## src/rtl/piton_vortex_dcr_pkg.sv

```systemverilog
// piton_vortex_dcr_pkg: shared register map, STATUS layout and FSM encoding for the DCR control front end
package piton_vortex_dcr_pkg;
    localparam logic [11:0] DCR_ADDR_OFF = 12'h000;
    localparam logic [11:0] DCR_DATA_OFF = 12'h008;
    localparam logic [11:0] DCR_PAIR_OFF = 12'h010;
    localparam logic [11:0] STATUS_OFF   = 12'h018;
    localparam logic [11:0] ERR_CLR_OFF  = 12'h020;
    localparam int STAT_FULL_BIT = 0;
    localparam int STAT_BUSY_BIT = 1;
    localparam int STAT_ERR_BIT  = 2;
    localparam int STAT_CNT_LSB  = 16;
    localparam int PUSH_CNT_W    = 16;
    typedef enum logic [1:0] {IDLE = 2'd0, PUSH = 2'd1, RESP = 2'd2} dcr_state_e;
endpackage

```

## src/rtl/piton_dcr_stall_timer.sv

```systemverilog
// piton_dcr_stall_timer: counts enabled cycles; ports clk, rst_n, clear, enable, timeout -> expired
module piton_dcr_stall_timer (
    input  logic        clk,
    input  logic        rst_n,
    input  logic        clear,
    input  logic        enable,
    input  logic [31:0] timeout,
    output logic        expired
);
    logic [31:0] cnt;
    // fires in the enabled cycle whose count increment reaches timeout; timeout 0 never fires
    assign expired = enable && (timeout != '0) && (cnt == timeout - 32'd1);
    always_ff @(posedge clk or negedge rst_n) begin
        if (!rst_n) cnt <= '0;
        else cnt <= clear ? '0 : enable ? cnt + 32'd1 : cnt;
    end
endmodule

```

## src/rtl/piton_dcr_core_ctrl.sv

```systemverilog
// piton_dcr_core_ctrl: MMIO req/resp front end turning 64-bit register writes into Vortex DCR buffer pushes; exposes STATUS, push count and sticky error
module piton_dcr_core_ctrl
    import piton_vortex_dcr_pkg::*;
#(
    parameter int VX_DCR_ADDR_WIDTH = 8,
    parameter int VX_DCR_DATA_WIDTH = 32,
    parameter int STALL_TIMEOUT     = 1024
) (
    input  logic                         clk,
    input  logic                         rst_n,
    input  logic                         req_valid,
    output logic                         req_ready,
    input  logic                         req_we,
    input  logic [11:0]                  req_addr,
    input  logic [63:0]                  req_wdata,
    output logic                         resp_valid,
    input  logic                         resp_ready,
    output logic [63:0]                  resp_rdata,
    output logic                         resp_err,
    output logic                         buffer_wr_valid,
    output logic [VX_DCR_ADDR_WIDTH-1:0] buffer_wr_addr,
    output logic [VX_DCR_DATA_WIDTH-1:0] buffer_wr_data,
    input  logic                         buffer_full,
    input  logic                         vx_busy
);
    localparam int AW = VX_DCR_ADDR_WIDTH;
    dcr_state_e state_q, state_d;
    logic ready_q, err_q, resp_err_q, expired, acc, mapped, is_push, timed_out, err_set, err_clr;
    logic is_addr, is_data, is_pair, is_stat, is_clr;
    logic [11:0] off;
    logic [AW-1:0] staged_q;
    logic [PUSH_CNT_W-1:0] push_cnt_q;
    logic [63:0] status, rd_data, rdata_q;
    logic unused;
    assign unused = ^{req_addr[2:0], req_wdata[63:32+AW]};
    assign off = {req_addr[11:3], 3'b000};
    assign is_addr = off == DCR_ADDR_OFF;
    assign is_data = off == DCR_DATA_OFF;
    assign is_pair = off == DCR_PAIR_OFF;
    assign is_stat = off == STATUS_OFF;
    assign is_clr = off == ERR_CLR_OFF;
    assign mapped = is_addr | is_data | is_pair | is_stat | is_clr;
    // req_ready is only high in IDLE, so acceptance implies the FSM is idle
    assign acc = req_valid && ready_q;
    assign is_push = req_we && (is_data || is_pair);
    assign req_ready = ready_q;
    assign resp_valid = state_q == RESP;
    assign resp_rdata = rdata_q;
    assign resp_err = resp_err_q;
    assign buffer_wr_valid = (state_q == PUSH) && !buffer_full;
    assign timed_out = (state_q == PUSH) && expired;
    assign err_set = (acc && !mapped) || timed_out;
    assign err_clr = acc && req_we && is_clr;
    always_comb begin
        status = '0;
        status[STAT_FULL_BIT] = buffer_full;
        status[STAT_BUSY_BIT] = vx_busy;
        status[STAT_ERR_BIT] = err_q;
        status[STAT_CNT_LSB +: PUSH_CNT_W] = push_cnt_q;
        rd_data = req_we ? '0 : is_addr ? 64'(staged_q) : is_stat ? status : '0;
    end
    always_comb begin
        state_d = state_q;
        case (state_q)
            IDLE: state_d = acc ? (is_push ? PUSH : RESP) : IDLE;
            PUSH: state_d = (!buffer_full || expired) ? RESP : PUSH;
            RESP: state_d = resp_ready ? IDLE : RESP;
            default: state_d = IDLE;
        endcase
    end
    piton_dcr_stall_timer u_stall (
        .clk     (clk),
        .rst_n   (rst_n),
        .clear   (state_q != PUSH),
        .enable  ((state_q == PUSH) && buffer_full),
        .timeout (32'(STALL_TIMEOUT)),
        .expired (expired)
    );
    always_ff @(posedge clk or negedge rst_n) begin
        if (!rst_n) begin
            state_q <= IDLE;
            ready_q <= 1'b0;
            err_q <= 1'b0;
            resp_err_q <= 1'b0;
            rdata_q <= '0;
            staged_q <= '0;
            push_cnt_q <= '0;
            buffer_wr_addr <= '0;
            buffer_wr_data <= '0;
        end else begin
            state_q <= state_d;
            ready_q <= state_d == IDLE;
            // a new error event wins over a simultaneous clear
            err_q <= err_set || (err_q && !err_clr);
            if (acc) begin
                rdata_q <= rd_data;
                resp_err_q <= !mapped;
                if (req_we && is_addr) staged_q <= req_wdata[AW-1:0];
                if (is_push) begin
                    buffer_wr_addr <= is_pair ? req_wdata[32 +: AW] : staged_q;
                    buffer_wr_data <= req_wdata[VX_DCR_DATA_WIDTH-1:0];
                end
            end
            if (buffer_wr_valid) push_cnt_q <= push_cnt_q + 1'b1;
            if (timed_out) resp_err_q <= 1'b1;
        end
    end
endmodule

```

## config.mk

```make
export PLATFORM = sky130hd
export DESIGN_NAME = piton_dcr_core_ctrl
export DESIGN_NICKNAME = d
export VERILOG_FILES = /design/src/rtl/piton_vortex_dcr_pkg.sv /design/src/rtl/piton_dcr_stall_timer.sv /design/src/rtl/piton_dcr_core_ctrl.sv
export SDC_FILE = /design/constraint.sdc
export NUM_CORES = 1
export LEC_CHECK = 0
export CORE_MARGIN = 2
export CORE_UTILIZATION = 60
export DETAILED_ROUTE_END_ITERATION = 8
export DONT_BUFFER_PORTS = 1
export PLACE_DENSITY = 0.76
export REMOVE_ABC_BUFFERS = 1
export SLEW_MARGIN = 20
export SYNTH_ARGS = -nofsm -noshare
export SYNTH_HDL_FRONTEND = slang
export SYNTH_SLANG_ARGS = --single-unit
```

## constraint.sdc

```tcl
create_clock -name clk -period 2.6 [get_ports clk]
set_clock_uncertainty 0.15 [all_clocks]
set_input_delay 0.26 -clock clk [delete_from_list [all_inputs] [get_ports clk]]
set_output_delay 0.26 -clock clk [all_outputs]
set_load 0.05 [all_outputs]
```

==> results of run 1 <==
[cell usage after synthesis (all sizes together), types with 6 or more instances]
master and number:
nand3 20, o31ai 13, buf 53, and3 7
a22o 22, xnor2 13, nor2b 6, nor4 6
dfrtp 125, xor2 14, o21ai 9, mux2 57
and4 9, clkbuf 7, a21oi 19, nand2 20
nor2 24, inv 7, nand4 16, or4 14
[area by class of cell]
cell class	instances	area [µm²]
multi-input cells	340	2446
clock buffers	17	414.1
inverters	7	26.28
fillers	610	2625
well taps	133	166.4
repair buffers	63	618.1
clock inverters	13	215.2
flip-flops and latches	125	3128
[timing repair]
action	in CTS	in global routing
endpoints found under the hold margin	192	126
hold buffers	52	1
resized for setup	0	1
setup endpoints to repair	0	1
[kinds of logic (layout without fill, tap and decap cells)]
| kind of cell | after synthesis | count (layout) | synth area share |
|---|---|---|---|
| xor+xnor | 27 | 27 | 0.04034 |
| other cells | 1 | 40 | 0.0006397 |
| buf+inv | 67 | 100 | 0.07556 |
| fa+ha+maj | 2 | 2 | 0.004268 |
| flops | 125 | 125 | 0.5336 |
| simple gates | 141 | 141 | 0.1488 |
| mux | 58 | 58 | 0.1112 |
| compound gates | 72 | 72 | 0.08559 |
[layer usage]
metal / share of wire / global-route usage / vias to the layer above
met5: 0 / 0 / -
met4: 0.032 / 0.1346 / 0
met3: 0.088 / 0.1031 / 44
met2: 0.49 / 0.4585 / 246
met1: 0.39 / 0.3526 / 2087
li1: - / - / 1843
[worst min-delay path by stage]
| stage | start | slack [ps] | cells after the start | end |
|---|---|---|---|---|
| final | rst_n | -710 | 0 | resp_rdata[25] |
| after detailed placement | rst_n | -180 | 0 | resp_rdata[28] |
| after floorplan | rst_n | -190 | 0 | buffer_wr_addr[0] |
| after global routing | rst_n | -740 | 0 | resp_rdata[26] |
| after global placement | rst_n | -180 | 0 | resp_rdata[28] |
| after CTS | rst_n | -720 | 0 | resp_rdata[19] |
[critical path, stage by stage]
cell and delay (ps):
dlygate4sd3_1 570, nor2_2 250, dlygate4sd3_1 630, nand4_1 120
o21ai_0 180, dlygate4sd3_1 600, nand3_1 100
[cells in the final DEF (no fill, tap or decap), types with 8 or more instances in the layout]
master         instances
a22o_1                22
xor2_1                14
and4_1                 8
nand2_1               20
nand4_1               13
a21oi_1               19
dlygate4sd3_1         53
o31ai_1               13
mux2_2                56
conb_1                40
clkbuf_16             16
o21ai_0                8
or4_1                 14
buf_4                  9
nor2_1                22
nand3_1               18
xnor2_1               13
dfrtp_1              125
[registers in the layout, indices dropped and copies added (netlist names)]
name	cells
buffer_wr_addr	8
buffer_wr_data	32
err_q	1
push_cnt_q	16
req_ready	1
resp_err	1
resp_rdata	24
staged_q	8
state_q	2
u_stall.cnt	32
[where the power goes]
part           total [mW]  internal, mW  switching, mW
combinational       0.443         0.126          0.317
clock                2.56          1.65          0.910
sequential           2.09          1.98          0.109
total                5.10          3.76           1.34
==> results.yml, run 1 <==
outcome:
  status: "finished with violations"
  violations: "negative hold slack"
route:
  post_drt_wl_per_cell_um: 20.35
  ant_nets: 0
  vias_per_cell: 6.046
  vias: 4220
  wirelength_um: 14200
  drc_errors: 0
  drt_iter0_markers: 223
  dr.pass1.iters: 5
clocking:
  cts_tree: "yes"
  clk_pin_slew_worst_paths_ps: 60
  htreeDepth: 4
  cts.sinks: 125
  cts_setup_buffers: 0
  cts_buffers: 17
  cts-root-buf: "clkbuf_8"
  clk-insertion-delay-late_ps: 510
  clk_path_buf_depth: 2
die:
  boundaryPins: 191
  initial_core_util: 0.6081
  core_area_um2: 9639
  die_w_um: 102.8
  die_y_um: 102.8
  die-area_um2: 10580
  rows: 36
critical_path:
  cp.required_ps: 2820
  critPathArrivalTime_ps: 2700
  cp-start-kind: "primary input"
  reg2reg_slack_ps: 320
  critPathLaunch: "req_addr[3]"
  crit_end: "err_q"
  r2r-end: "u_stall.cnt[18]"
  reg2reg_depth: 4
  reg2reg_from: "u_stall.cnt[3]"
  criticalPathCategory: "primary input to flop"
  cp-end-kind: "flop"
  cp_max_fo: 7
place:
  pre_cts_ws_ps: 390.3
  gp_congestion: 0.8564
  place_inst: 615
  dp_hpwl_um: 7739
  dpl_cell_area_um2: 5852
  io_buffers: 0
global_route:
  grt_first_pass_wirelength_um: 22800
  grt_overflow: 0
  grt_usage: 0.2875
  grt_max_degree: 126
  grt_pass1_vias: 4377
  antenna_found_initial: 0
layout:
  layout.nets: 639
  antenna_cells: 0
  drive_above_1_share: 0.1912
  syn2layout_area_growth_pct: 19.66
  final_util: 0.7277
  post-route-cell-area_um2: 7014
  stdcell_count: 698
sta:
  slew-limit-headroom: 0.6378
  hold_slack_ps: -712.6
  tightest_slew_ps: 543.3
  setup_tns_ps: 0
  setup_viol: 0
  rsz0062_at_grt: "false"
  period_share: 0.9543
  drv_slew: 0
  fmaxAchievable_mhz: 403.0
  final-hold-violation-count: 125
  post-route-worst-setup-slack_ps: 118.8
  min_period_ps: 2481
synth:
  netlist_instances: 493
  ys_warn_count: 0
  ys_ff_latch: 125
  synth-seq-area-share: 0.5336
  synth.area.top_cells: "dfrtp_1 53%, mux2_2 11%, buf_4 5.8%"
  synth_area_um2: 5862
  yosys.area.top_type: "dfrtp_1"
  synthDistinctLibCells: 45
  syn_avg_cell_area_um2: 11.89
  synth_edf_count: 0
  async_reset_ff_frac: 1.000
  ys.flop_type: "dfrtp_1"
  synth_top_area_share: 0.5336
power_and_ir_drop:
  leakage_nw: 3.245
  power.density_nw_per_um2: 726.6
  ir_drop_uv: 508.8
  fin_total_pwr_mw: 5.096
worst_hold_path:
  worstHoldPathType: "primary input to async pin"
job:
  maxCapViolations: 0
Power figures use the tool's default switching activity.
==> run 2, diff against run 1 <==
- SYNTH_HIERARCHICAL: not set -> 1
==> results.yml, run 2 <==
synth:
  syn_avg_cell_area_um2: 11.02
  netlist_instances: 633
  ys.flop_type: "dfrtp_1"
  synth-seq-area-share: 0.4484
  synth_top_area_share: 0.4484
  synth_edf_count: 0
  synth_area_um2: 6977
  yosys.area.top_type: "dfrtp_1"
  ys_warn_count: 6
  async_reset_ff_frac: 1.000
  synth.top_cells.by_count: "125 x dfrtp_1, 55 x xnor2_1, 51 x nor2_1"
  yosysMostFrequentCell: "dfrtp_1"
  ys_ff_latch: 125
  synthDistinctLibCells: 58
  synth.area.top_cells: "dfrtp_1 45%, mux2_4 8.4%, xnor2_1 6.9%"
route:
  vias_per_cell: 5.659
  ant_nets: 0
  drc_errors: 0
  post_drt_wl_per_cell_um: 20.01
  drt_iter0_markers: 496
  wirelength_um: 19330
  dr.pass1.iters: 5
  vias: 5467
job:
  maxCapViolations: 0
global_route:
  met3_usage: 0.1040
  grt_max_degree: 126
  antenna_found_initial: 0
  use_met1: 0.3430
  grt_overflow: 0
  grt_pass1_vias: 5474
  grt_first_pass_wirelength_um: 29400
  busiest_layer: "met2"
  grt_util_met2: 0.5143
  grt_usage: 0.3042
sta:
  min_period_ps: 2651
  tightest_slew_ps: 609.6
  post-route-worst-setup-slack_ps: -51.12
  setup_viol: 1
  hold_slack_ps: -610.7
  fmaxAchievable_mhz: 377.2
  slew-limit-headroom: 0.5936
  final-hold-violation-count: 125
  drv_slew: 0
  period_share: 1.020
clocking:
  cts.sinks: 125
  cts_buffers: 17
  htreeDepth: 4
  cts_tree: "yes"
  clk-insertion-delay-late_ps: 420
  cts-root-buf: "clkbuf_16"
  clk_pin_slew_worst_paths_ps: 60
  clk_path_buf_depth: 2
critical_path:
  worst-path-buf-inv: 0
  critPathArrivalTime_ps: 2760
  cp_slowest_cell: "dfrtp_1"
  worstPathCellList: "nor2b_2 -> and2_4 -> o21ai_1 -> nor4_1 -> nand4_1 -> nor3_2 -> nand4_1 -> a2111oi_4 -> nand2b_4 -> a22oi_1 -> o31ai_1"
  cp-start-kind: "flop"
  cp-end-kind: "flop"
  criticalPathCategory: "flop to flop"
  cp.required_ps: 2710
  critPathMostFrequentCell: "nand4_1"
  crit_family: "simple AND/OR/NAND/NOR gates"
  cp_max_fo: 3
  cpPeakStageDelay_ps: 440
power_and_ir_drop:
  power.density_nw_per_um2: 604.1
  ir_drop_uv: 549.4
  leakage_nw: 4.057
layout:
  drive_above_1_share: 0.1640
  layout_commonest_cell: "conb_1"
  fillers: 685
  layout_common_cells: "158 x conb_1, 124 x dfrtp_1, 55 x xnor2_1, 51 x nor2_1, 45 x dlygate4sd3_1"
  antenna_cells: 0
  layout.nets: 897
  syn2layout_area_growth_pct: 22.35
die:
  rows: 39
  die_w_um: 111.8
  die_y_um: 111.8
  initial_core_util: 0.6136
  boundaryPins: 191
  die-area_um2: 12510
  core_area_um2: 11370
place:
  dp_hpwl_um: 10770
  gp_congestion: 0.8545
  pre_cts_ws_ps: 11.70
  io_buffers: 0
outcome:
  status: "finished with violations"
  violations: "negative hold slack, negative setup slack"
worst_hold_path:
  worstHoldPathType: "primary input to async pin"
-- run 2: changes by cell type after synthesis, moves of 13 or more --
cell,before,now
mux2_2,56,18
mux2_4,0,39
nor2_1,23,51
nor3_1,4,17
xnor2_1,13,55
xor2_1,14,31
-- run 2: stage by stage --
stage | power [mW] | util | std cells | cell area [µm²] | setup TNS (ps)
after floorplan | 2.500 | - | 723 | 7074 | -32850
after global placement | 2.598 | 0.6526 | 888 | 7420 | 0
after detailed placement | 2.610 | 0.6526 | 888 | 7420 | 0
after CTS | 5.050 | 0.7450 | 964 | 8471 | 0
after global routing | 5.292 | 0.7507 | 966 | 8536 | -99.14
final | 5.156 | 0.7507 | 966 | 8536 | -51.12
-- run 2: metal layers --
layer	routed length, µm	part of all wire	vias up
met5	0	0	-
met3	1749	0.090	68
met2	9693	0.50	311
met4	1020	0.053	0
li1	-	-	2402
met1	6862	0.36	2686
-- run 2: path summary, 6_finish.rpt --
kind,startpoint,to,slack [ps],depth (start not counted)
min,rst_n,u_stall/cnt[0],-610,0
max reg2reg,state_q[1],state_q[1],-50,11
max,state_q[1],state_q[1],-50,11
min reg2reg,push_cnt_q[15],push_cnt_q[15],330,1
min in group clk,req_addr[9],err_q,10,4
max in group asynchronous,rst_n,u_stall/cnt[13],2650,0
-- run 2: worst reg2reg max path, stage by stage (launching register included) --
cell	delay (ps)
dfrtp_1	440
nor2b_2	150
and2_4	160
o21ai_1	60
nor4_1	190
nand4_1	210
nor3_2	140
nand4_1	180
a2111oi_4	380
nand2b_4	210
a22oi_1	70
o31ai_1	150
-- run 2: kinds of logic (layout without fill, tap and decap cells) --
logic type,Yosys count,in the layout,synth area share
flops,125,125,0.4484
fa+ha+maj,4,4,0.007174
other cells,2,158,0.001076
simple gates,213,213,0.1727
buf+inv,72,106,0.07317
xor+xnor,86,86,0.1080
mux,60,60,0.1173
compound gates,71,71,0.07227
-- run 2: layout make-up --
class,count,area [µm²],area share
Multi-Input combinational cell,592,3984,0.4667
Sequential cell,125,3129,0.3666
Timing Repair Buffer,68,623.1,0.07300
Clock buffer,18,429.2,0.05028
Tap cell,143,178.9,0.02096
Clock inverter,14,168.9,0.01979
Inverter,6,22.52,0.002639
-- run 2: where the power goes --
part,total (mW),internal (mW),switching (mW)
Combinational,0.612,0.191,0.421
Sequential,2.10,1.98,0.117
Clock,2.44,1.51,0.937
-- run 2: repair_timing --
action / in CTS / in global routing
hold endpoints to repair: 177 / 126
hold buffers: 44 / 1
gates resized for setup: 1 / 12
setup endpoints to repair: 2 / 14
setup buffers: 0 / 1
pin swaps: 0 / 7
==> run 3, diff against run 2 <==
- CTS_CLUSTER_DIAMETER: not set -> 150
==> results of run 3 <==
The final DEF is identical to that of run 2; final timing and power are the same.
